### config.mk
export PLATFORM = sky130hd
export DESIGN_NAME = rdpiano_env_accum
export DESIGN_NICKNAME = d
export VERILOG_FILES = /design/src/rtl/rdpiano_env_pkg.sv /design/src/rtl/rdpiano_env_step_alu.sv /design/src/rtl/rdpiano_env_accum.sv
export SDC_FILE = /design/constraint.sdc
export NUM_CORES = 1
export LEC_CHECK = 0
export ABC_AREA = 1
export BUFFER_PORTS_ARGS = -buffer_cell sky130_fd_sc_hd__buf_2
export CORE_MARGIN = 1
export CORE_UTILIZATION = 29
export CTS_CLUSTER_DIAMETER = 60
export CTS_CLUSTER_SIZE = 24
export DETAILED_ROUTE_END_ITERATION = 8
export PLACE_DENSITY_LB_ADDON = 0.12
export SLEW_MARGIN = 5
export SYNTH_ARGS = -nofsm -noshare
export SYNTH_HDL_FRONTEND = slang
export SYNTH_HIERARCHICAL = 1
export SYNTH_SLANG_ARGS = --single-unit
### constraint.sdc
create_clock -name clk -period 12.4 [get_ports clk]
set_input_delay 2.48 -clock clk [delete_from_list [all_inputs] [get_ports clk]]
set_output_delay 2.48 -clock clk [all_outputs]
set_load 0.02 [all_outputs]
### src/rtl/rdpiano_env_pkg.sv
// rdpiano_env_pkg
// Shared definitions for the per-voice envelope accumulator: phase encoding,
// default widths, the full-scale level constant and the target-to-threshold
// shift.
package rdpiano_env_pkg;

    typedef enum logic [2:0] {
        PH_IDLE    = 3'd0,
        PH_ATTACK  = 3'd1,
        PH_DECAY   = 3'd2,
        PH_SUSTAIN = 3'd3,
        PH_RELEASE = 3'd4
    } phase_e;

    localparam int LEVEL_W_DEF  = 19;
    localparam int TARGET_W_DEF = 13;
    // Target is aligned to the top bits of the level: thr = {target, 6'b0}.
    localparam int THR_SHIFT    = 6;

    localparam logic [LEVEL_W_DEF-1:0] ENV_MAX = '1;

endpackage

### src/rtl/rdpiano_env_step_alu.sv
// rdpiano_env_step_alu
// Combinational next-state for one voice slot.
// Ports:
//   phase_i / level_i    - stored phase and level of the voice being serviced
//   step_i / target_i    - decoded step magnitude and decay/sustain target
//   pend_i / pend_on_i   - pending key event flag and its type (1 = key-on)
//   next_phase_o / next_level_o - values written back and reported
module rdpiano_env_step_alu
    import rdpiano_env_pkg::*;
#(
    parameter int LEVEL_W  = LEVEL_W_DEF,
    parameter int TARGET_W = TARGET_W_DEF
) (
    input  logic [2:0]          phase_i,
    input  logic [LEVEL_W-1:0]  level_i,
    input  logic [LEVEL_W-1:0]  step_i,
    input  logic [TARGET_W-1:0] target_i,
    input  logic                pend_i,
    input  logic                pend_on_i,
    output logic [2:0]          next_phase_o,
    output logic [LEVEL_W-1:0]  next_level_o
);

    localparam logic [LEVEL_W-1:0] LVL_MAX = '1;

    logic [LEVEL_W-1:0] thr;
    logic [LEVEL_W:0]   sum;
    logic [LEVEL_W:0]   diff;
    logic               key_off_live;

    assign thr  = {target_i, {THR_SHIFT{1'b0}}};
    // One extra bit so the carry/borrow lands in the MSB.
    assign sum  = {1'b0, level_i} + {1'b0, step_i};
    assign diff = {1'b0, level_i} - {1'b0, step_i};

    // Key-off only matters while the note is sounding; in IDLE/RELEASE it is
    // dropped and the slot integrates as usual.
    assign key_off_live = pend_i && !pend_on_i &&
                          (phase_i == PH_ATTACK || phase_i == PH_DECAY ||
                           phase_i == PH_SUSTAIN);

    always_comb begin
        next_phase_o = PH_IDLE;
        next_level_o = '0;
        if (pend_i && pend_on_i) begin
            // Retrigger from the current level.
            next_phase_o = PH_ATTACK;
            next_level_o = level_i;
        end else if (key_off_live) begin
            next_phase_o = PH_RELEASE;
            next_level_o = level_i;
        end else begin
            case (phase_i)
                PH_ATTACK: begin
                    if (sum[LEVEL_W] || sum[LEVEL_W-1:0] == LVL_MAX) begin
                        next_phase_o = PH_DECAY;
                        next_level_o = LVL_MAX;
                    end else begin
                        next_phase_o = PH_ATTACK;
                        next_level_o = sum[LEVEL_W-1:0];
                    end
                end
                PH_DECAY: begin
                    // Also fires with step 0 when the level already sits at
                    // or below the threshold.
                    if (diff[LEVEL_W] || diff[LEVEL_W-1:0] <= thr) begin
                        next_phase_o = PH_SUSTAIN;
                        next_level_o = thr;
                    end else begin
                        next_phase_o = PH_DECAY;
                        next_level_o = diff[LEVEL_W-1:0];
                    end
                end
                PH_SUSTAIN: begin
                    next_phase_o = PH_SUSTAIN;
                    next_level_o = level_i;
                end
                PH_RELEASE: begin
                    if (diff[LEVEL_W] || diff[LEVEL_W-1:0] == '0) begin
                        next_phase_o = PH_IDLE;
                        next_level_o = '0;
                    end else begin
                        next_phase_o = PH_RELEASE;
                        next_level_o = diff[LEVEL_W-1:0];
                    end
                end
                default: begin
                    // IDLE and unused codes 5-7: silent.
                    next_phase_o = PH_IDLE;
                    next_level_o = '0;
                end
            endcase
        end
    end

endmodule

### src/rtl/rdpiano_env_accum.sv
// rdpiano_env_accum
// Time-multiplexed per-voice envelope accumulator. Each step_valid services
// the voice in the current slot: its stored phase/level plus any pending key
// event go through the step ALU, the result is written back and reported one
// cycle later.
// Ports:
//   clk, rst                   - clock, synchronous active-high reset
//   step_valid, step, target   - decoder output for the current slot
//   key_valid/voice/on, key_ready - key event handshake (one pending per voice)
//   env_valid/voice/level/phase - registered result of the serviced slot
//   frame_sync                 - marks the voice-0 result
module rdpiano_env_accum
    import rdpiano_env_pkg::*;
#(
    parameter int NUM_VOICES = 16,
    parameter int LEVEL_W    = LEVEL_W_DEF,
    parameter int TARGET_W   = TARGET_W_DEF,
    localparam int VOICE_W   = $clog2(NUM_VOICES)
) (
    input  logic                clk,
    input  logic                rst,
    input  logic                step_valid,
    input  logic [LEVEL_W-1:0]  step,
    input  logic [TARGET_W-1:0] target,
    input  logic                key_valid,
    input  logic [VOICE_W-1:0]  key_voice,
    input  logic                key_on,
    output logic                key_ready,
    output logic                env_valid,
    output logic [VOICE_W-1:0]  env_voice,
    output logic [LEVEL_W-1:0]  env_level,
    output logic [2:0]          env_phase,
    output logic                frame_sync
);

    logic [VOICE_W-1:0]    slot_q, slot_d;
    logic [LEVEL_W-1:0]    level_q [NUM_VOICES];
    logic [2:0]            phase_q [NUM_VOICES];
    logic [NUM_VOICES-1:0] pend_q;
    logic [NUM_VOICES-1:0] pend_on_q;

    logic                  env_valid_q, frame_sync_q;
    logic [VOICE_W-1:0]    env_voice_q;
    logic [LEVEL_W-1:0]    env_level_q;
    logic [2:0]            env_phase_q;

    logic [2:0]            nxt_phase;
    logic [LEVEL_W-1:0]    nxt_level;
    logic                  key_accept;

    assign slot_d     = slot_q + 1'b1;   // power-of-2 voice count wraps for free
    assign key_ready  = ~pend_q[key_voice];
    assign key_accept = key_valid & key_ready;

    rdpiano_env_step_alu #(
        .LEVEL_W  (LEVEL_W),
        .TARGET_W (TARGET_W)
    ) u_alu (
        .phase_i      (phase_q[slot_q]),
        .level_i      (level_q[slot_q]),
        .step_i       (step),
        .target_i     (target),
        .pend_i       (pend_q[slot_q]),
        .pend_on_i    (pend_on_q[slot_q]),
        .next_phase_o (nxt_phase),
        .next_level_o (nxt_level)
    );

    always_ff @(posedge clk) begin
        if (rst) begin
            slot_q       <= '0;
            pend_q       <= '0;
            pend_on_q    <= '0;
            env_valid_q  <= 1'b0;
            frame_sync_q <= 1'b0;
            env_voice_q  <= '0;
            env_level_q  <= '0;
            env_phase_q  <= PH_IDLE;
            for (int i = 0; i < NUM_VOICES; i++) begin
                level_q[i] <= '0;
                phase_q[i] <= PH_IDLE;
            end
        end else begin
            env_valid_q  <= step_valid;
            frame_sync_q <= step_valid && (slot_q == '0);
            if (step_valid) begin
                level_q[slot_q] <= nxt_level;
                phase_q[slot_q] <= nxt_phase;
                env_voice_q     <= slot_q;
                env_level_q     <= nxt_level;
                env_phase_q     <= nxt_phase;
                pend_q[slot_q]  <= 1'b0;
                slot_q          <= slot_d;
            end
            // Placed after the service clear: an event accepted on its own
            // voice's service cycle survives into the next frame.
            if (key_accept) begin
                pend_q[key_voice]    <= 1'b1;
                pend_on_q[key_voice] <= key_on;
            end
        end
    end

    assign env_valid  = env_valid_q;
    assign env_voice  = env_voice_q;
    assign env_level  = env_level_q;
    assign env_phase  = env_phase_q;
    assign frame_sync = frame_sync_q;

endmodule

Yosys cells after proc, flatten, opt, wreduce, memory -nomap -nowiden
Memory sizes are Yosys's and may differ from the RTL's. A register that Yosys moved wholly into a read port is not among the register bits.
Index checks and enable logic that the tools add are counted.
{"block": "classes", "n_shift": 0, "reduce_logical": 16, "div": 0, "mux": 41, "addsub": 3, "order_cmp": 5, "multipliers": 0, "bitwise_logic": 5, "eq_ne": 5}
{"cell": "19-bit two-way mux", "count": 6}
{"cell": "19-bit one-hot mux with 4 select lines", "count": 1}
{"cell": "16-bit two-way mux", "count": 3}
{"cell": "4-bit two-way mux", "count": 6}
{"cell": "19-bit by 19-bit adder with 20-bit output", "count": 1}
{"cell": "19-bit by 19-bit subtractor with 20-bit output", "count": 1}
{"cell": "19-bit == test, second input constant", "count": 1}
{"cell": "19-bit <= comparator", "count": 1}
{"cell": "19-bit zero test", "count": 1}
{"cell": "19-bit OR reduction", "count": 1}
{"cell": "16-bit AND", "count": 1}
{"cell": "16-bit bitwise mux", "count": 1}
{"cell": "16-bit NOT", "count": 1}
{"cell": "16-bit OR", "count": 1}
{"cell": "1-bit two-way mux", "count": 13}
{"cell": "1-bit binary-select mux with 4-bit select", "count": 3}
{"cell": "3-bit two-way mux", "count": 4}
{"cell": "3-bit one-hot mux with 4 select lines", "count": 1}
{"cell": "4-bit by 5-bit < comparator with 1-bit output, second input constant", "count": 2}
{"cell": "1-bit demux with 4-bit select", "count": 2}
{"cell": "4-bit by 1-bit greater-or-equal comparator with 1-bit output, second input constant", "count": 2}
{"cell": "3-bit by 2-bit == test with 1-bit output, second input constant", "count": 2}
{"cell": "1-bit logical AND", "count": 6}
{"cell": "1-bit logical OR", "count": 5}
{"cell": "9 further kinds", "count": 9}
{"block": "word_totals", "input_bits": 41, "ff_bits": 64, "mem_bits_ro": 0, "wordCells": 85, "ram_bits": 352, "latch_bits": 0, "out_inout_bits": 29, "mem_count": 2}
{"memory": "level_q", "depth": 16, "word_bits": 19, "read_ports": 1, "rd_clocked_by_memory_dff": 1, "write_ports": 16, "line": "rdpiano_env_accum.sv:37", "text": "logic [LEVEL_W-1:0] level_q [NUM_VOICES];"}
{"memory": "phase_q", "depth": 16, "word_bits": 3, "read_ports": 1, "rd_clocked_by_memory_dff": 1, "write_ports": 16, "line": "rdpiano_env_accum.sv:38", "text": "logic [2:0] phase_q [NUM_VOICES];"}

Longest topological paths before layout
{"block": "logic_depth", "depth_word": 10, "ltp_mapped": 38}

Modules after synthesis
Netlist, hierarchy kept.
{"mod": "rdpiano_env_accum", "instances": 1, "cells_per_inst": 1834, "seq_area_each_um2": 11931.4, "area_per_inst_um2": 18879.4}
{"mod": "rdpiano_env_step_alu", "instances": 1, "cells_per_inst": 736, "seq_area_each_um2": 0.0, "area_per_inst_um2": 3808.7}

Worst setup path after synthesis
No wires, ideal clock.
{"block": "synth_path", "path_type": "input -> register", "startpoint": "in step[0]", "endpoint": "mem level_q[11][15] (netlist bit), data pin", "stages": 28, "n_path_buf": 3, "required_ps": 12259, "setup_slack_ps": 6321, "arrival_ps": 5938, "setup_time_ps": 141, "cell_sequence": "ha_1 > fa_1 > nand3b_1 > nand2_1 > nand2_1 > nand2_1 > nand2_1 > nand2_1 > nand2_1 > nand3_1 > nand2_1 > ha_1 > nand4_1 > nor3_1 > o21ai_0 > o211ai_1 > nand3b_4 > or2_0 > buf_6 > nand2_4 > buf_12 > nand2_2 > nand3_1 > nand2_1 > nand2_1 > clkinv_1 > clkbuf_1 > nor2_1"}
{"item": "start: declaration", "line": "rdpiano_env_accum.sv:23", "text": "input logic [LEVEL_W-1:0] step,"}
{"item": "end: declaration", "line": "rdpiano_env_accum.sv:37"}

==> flow_summary.html <==
<table>
<tr><th>Metric</th><th>Value</th></tr>
<tr><th colspan="2">STA</th></tr>
<tr><td>Setup violations, final</td><td>0</td></tr>
<tr><td>Achievable clock frequency</td><td>0.127 GHz</td></tr>
<tr><td>Portion of the clock cycle consumed by the worst path in the final layout</td><td>63.3%</td></tr>
<tr><td>Fin worst setup slack</td><td>4.55 ns</td></tr>
<tr><td>Total negative slack</td><td>0 ns</td></tr>
<tr><td>Setup Skew</td><td>0.0317 ns</td></tr>
<tr><td>Max-slew violation count</td><td>0</td></tr>
<tr><td>Worst hold-check slack</td><td>0.473 ns</td></tr>
<tr><td>Number of endpoints with negative hold slack in the final report</td><td>0</td></tr>
<tr><td>Crit path time final</td><td>7.85 ns</td></tr>
<tr><td>Slew headroom</td><td>32.4%</td></tr>
<tr><td>Worst Tran Pin Value</td><td>1.01 ns</td></tr>
<tr><td>Unrepaired setup endpoints after global routing</td><td>false</td></tr>
<tr><th colspan="2">Setup path</th></tr>
<tr><td>Crit Path Category</td><td>reg2reg</td></tr>
<tr><td>Register-to-Register Setup Slack</td><td>4.55 ns</td></tr>
<tr><td>Stage delay of the slowest cell on the critical path</td><td>0.70 ns</td></tr>
<tr><td>Cell type with the highest occurrence count on the critical path</td><td>nand2_1</td></tr>
<tr><td>CP max-delay cell</td><td>dfxtp_4</td></tr>
<tr><td>Data required time of the critical path</td><td>12.82 ns</td></tr>
<tr><td>Worst reg2reg path depth</td><td>30</td></tr>
<tr><td>Critical path data arrival time</td><td>8.26 ns</td></tr>
<tr><td>Maximum fanout encountered on the critical timing path</td><td>53</td></tr>
<tr><td>Kind of end point of the critical path</td><td>flip-flop</td></tr>
<tr><td>Nature of the critical path startpoint</td><td>flip-flop</td></tr>
<tr><th colspan="2">Synthesis</th></tr>
<tr><td>Area share of the leading cell type in the synthesized netlist</td><td>46.6%</td></tr>
<tr><td>Top FF cell, synth</td><td>edfxtp_1</td></tr>
<tr><td>Synthesized cell area</td><td>0.0227 sq mm</td></tr>
<tr><td>Average size of a mapped cell</td><td>8.83 sq um</td></tr>
<tr><td>Mapped Nets</td><td>2668</td></tr>
<tr><td>Library cells used by synthesis</td><td>49</td></tr>
<tr><td>YS warnings</td><td>6</td></tr>
<tr><td>Top area cells in the synthesized netlist</td><td>edfxtp_1 47%, nor2_1 7.6%, nand2_1 6.3%</td></tr>
<tr><td>Synthesis-stage register bit count</td><td>420</td></tr>
<tr><td>Post-synth EDFFs</td><td>352</td></tr>
<tr><td>Leading area contributor after synthesis</td><td>edfxtp_1</td></tr>
<tr><td>Fraction of the yosys area taken by sequential cells</td><td>52.6%</td></tr>
<tr><td>Synthesized instance count</td><td>2570</td></tr>
<tr><td>Async set-reset flop share out of synthesis</td><td>0%</td></tr>
<tr><th colspan="2">Finish</th></tr>
<tr><td>Number of fill cells in the layout</td><td>8160</td></tr>
<tr><td>Commonest non-fill, non-tap cell in the layout</td><td>nor2_1</td></tr>
<tr><td>Post-Layout Cell Count</td><td>3615</td></tr>
<tr><td>Final net count</td><td>2642</td></tr>
<tr><td>Fraction of final layout cells sized beyond drive strength 1</td><td>10.1%</td></tr>
<tr><td>Layout-stage area growth over the synthesis result</td><td>11.2%</td></tr>
<tr><td>Most frequent cells in the layout</td><td>459 x nor2_1, 366 x nand2_1, 352 x edfxtp_1, 233 x inv_1, 183 x o21ai_0</td></tr>
<tr><td>Post-route standard cell area excluding fillers</td><td>0.0252 sq mm</td></tr>
<tr><td>Final Core Density</td><td>32.6%</td></tr>
<tr><td>Diodes inserted</td><td>0</td></tr>
<tr><th colspan="2">Floorplan</th></tr>
<tr><td>Site Rows</td><td>102</td></tr>
<tr><td>Die width</td><td>282 um</td></tr>
<tr><td>Initial Utilization</td><td>29.3%</td></tr>
<tr><td>Core box area</td><td>0.0775 sq mm</td></tr>
<tr><td>Area of the die</td><td>0.0794 sq mm</td></tr>
<tr><td>Die extent in y</td><td>282 um</td></tr>
<tr><td>Number of I/O pins</td><td>70</td></tr>
<tr><th colspan="2">Drt</th></tr>
<tr><td>DRT iter0 DRCs</td><td>1671</td></tr>
<tr><td>Final routed DRC violation total</td><td>0</td></tr>
<tr><td>Routed length per instance</td><td>22.9 um</td></tr>
<tr><td>Via-to-Cell Ratio</td><td>5.00</td></tr>
<tr><td>DRT antenna net count</td><td>0</td></tr>
<tr><td>Final WL</td><td>82700 um</td></tr>
<tr><td>Total via count in the routed design</td><td>18100</td></tr>
<tr><td>Drt pass-1 iters</td><td>6</td></tr>
<tr><th colspan="2">Place</th></tr>
<tr><td>DP HPWL</td><td>52600 um</td></tr>
<tr><td>Placed cell area</td><td>0.0239 sq mm</td></tr>
<tr><td>Worst Setup Slack post-DPL</td><td>4.69 ns</td></tr>
<tr><td>Cell count after placement</td><td>3542</td></tr>
<tr><td>Port Buf Inserts</td><td>69</td></tr>
<tr><td>Last weighted congestion value of the routability-driven placer</td><td>0.944</td></tr>
<tr><th colspan="2">GRT</th></tr>
<tr><td>First-pass GRT wire length</td><td>121000 um</td></tr>
<tr><td>Leftover overflow at the end of global routing</td><td>0</td></tr>
<tr><td>Via count of the first global-routing pass</td><td>17800</td></tr>
<tr><td>All-Layer GR Usage</td><td>20.9%</td></tr>
<tr><td>Antenna violations before repair</td><td>1</td></tr>
<tr><td>Maximum number of pins on one net before global-route repair</td><td>127</td></tr>
<tr><th colspan="2">Clock network</th></tr>
<tr><td>Clock Root Buffer</td><td>clkbuf_16</td></tr>
<tr><td>Number of gates resized after cts</td><td>0</td></tr>
<tr><td>Clock-pin slew on the worst setup and hold paths</td><td>0.08 ns</td></tr>
<tr><td>CTS max path bufs</td><td>3</td></tr>
<tr><td>Number of buffers created by CTS</td><td>40</td></tr>
<tr><td>CTS H-tree depth</td><td>2</td></tr>
<tr><td>Number of clock sinks seen by CTS</td><td>420</td></tr>
<tr><td>Worst-skew pair later-pin latency</td><td>0.60 ns</td></tr>
<tr><td>TritonCTS clock tree</td><td>yes</td></tr>
<tr><td>Post-CTS Hold Fix Bufs</td><td>0</td></tr>
<tr><td>Post-CTS setup repair buffer count</td><td>0</td></tr>
<tr><th colspan="2">Power and ir drop</th></tr>
<tr><td>Net Sw Power</td><td>1.32 mW</td></tr>
<tr><td>Clock group share of total power</td><td>34.7%</td></tr>
<tr><td>Proportion of total power due to net switching</td><td>34.9%</td></tr>
<tr><td>Internal cell power</td><td>2.46 mW</td></tr>
<tr><td>Peak VDD IR</td><td>96.9 uV</td></tr>
<tr><td>Leak Pwr</td><td>9.68 nW</td></tr>
<tr><td>Sequential group share of total power</td><td>42.7%</td></tr>
<tr><td>Power density cells</td><td>150 mW/mm^2</td></tr>
<tr><td>Total design power</td><td>3.78 mW</td></tr>
<tr><td>Relative contribution of combinational cells to total power</td><td>22.6%</td></tr>
<tr><th colspan="2">Flow run</th></tr>
<tr><td>Number of maximum-capacitance constraint violations</td><td>0</td></tr>
<tr><th colspan="2">Hold path</th></tr>
<tr><td>Count of cells along the worst hold path</td><td>2</td></tr>
<tr><td>Path type of the worst min-delay path</td><td>reg2reg</td></tr>
<tr><th colspan="2">Outcome</th></tr>
<tr><td>Status</td><td>finished clean</td></tr>
</table>
[final timing paths]
kind,end,startpoint
worst max-delay path,level_q[3][15],flip-flop
worst min register to register,env_voice[1],env_voice[1]
worst max register to register,level_q[3][15],flip-flop
worst min-delay path,env_voice[1],env_voice[1]
[worst max-delay path: cells and delay by family (launching register included)]
kind                       cells  cell delay [ns]
adders and majority gates      2             0.88
buffers and inverters          5             1.95
DFF                            1             0.70
AOI/OAI and AO/OA              7             1.17
and+or+nand+nor               16             2.83
[layer usage]
metal	track usage, %	vias to the layer above	wire (um)
li1	-	8627	-
met1	29.1	8853	38400
met2	33.7	504	37600
met3	3.07	88	4710
met4	5.50	2	1970
met5	0	-	11
[cells in the mapped netlist (3+ instances only)]
| cell type | count |
|---|---|
| nor2_2 | 6 |
| nand3_1 | 110 |
| a22oi_1 | 3 |
| dfxtp_1 | 68 |
| o22ai_1 | 4 |
| nor3_1 | 12 |
| buf_6 | 5 |
| xor2_1 | 6 |
| nand4_1 | 28 |
| nand2_2 | 17 |
| inv_2 | 15 |
| ha_1 | 55 |
| nand3_2 | 21 |
| nand3b_1 | 3 |
| o21ai_1 | 19 |
| a21oi_1 | 171 |
| o21bai_1 | 7 |
| o21ai_0 | 183 |
| clkinv_1 | 25 |
| buf_4 | 15 |
| nor2_1 | 459 |
| buf_1 | 11 |
| buf_2 | 28 |
| inv_1 | 235 |
| a31oi_1 | 13 |
| o21a_1 | 3 |
| a21oi_2 | 3 |
| clkbuf_1 | 107 |
| o211ai_1 | 89 |
| nand2_1 | 382 |
| mux2i_1 | 88 |
| a22o_1 | 5 |
| edfxtp_1 | 352 |
[logic make-up (layout without fill, tap and decap cells)]
family | Yosys count | after routing | synth area share, %
xor gates and xnor gates | 6 | 6 | 0.232
muxes | 88 | 88 | 3.88
DFF | 420 | 420 | 52.6
and+or+nand+nor | 1049 | 1049 | 19.5
buffers and inverters | 442 | 447 | 7.95
adders and majority gates | 57 | 57 | 3.21
AOI/OAI and AO/OA | 508 | 508 | 12.7
[layout make-up]
cell class / count / area (sq um) / area share, %
clock buffer: 40 / 1000 / 3.97
clock inverter: 33 / 359 / 1.42
inverter: 275 / 1030 / 4.10
multi-input combinational: 1708 / 9000 / 35.7
sequential: 420 / 11900 / 47.3
tap: 1040 / 1300 / 5.16
timing repair buffer: 99 / 583 / 2.31
[power by group through the flow]
| stage | Sequential (mW) | Combinational, mW | Clock [mW] |
|---|---|---|---|
| 2_1_floorplan | 1.64 | 0.553 | 0 |
| 3_3_place_gp | 1.65 | 0.849 | 0 |
| 3_5_place_dp | 1.65 | 0.847 | 0 |
| 4_1_cts | 1.62 | 0.850 | 1.34 |
| 5_1_grt | 1.62 | 0.936 | 1.38 |
| 6_report | 1.61 | 0.853 | 1.31 |
[state kept, by name, indices dropped and copies added (netlist names), named ones only]
signal      cells
pend_q         16
env_level      19
env_valid       1
slot_q          4
env_voice       4
phase_q        48
frame_sync      1
level_q       304
env_phase       3
pend_on_q      16
Power figures use the tool's default switching activity.
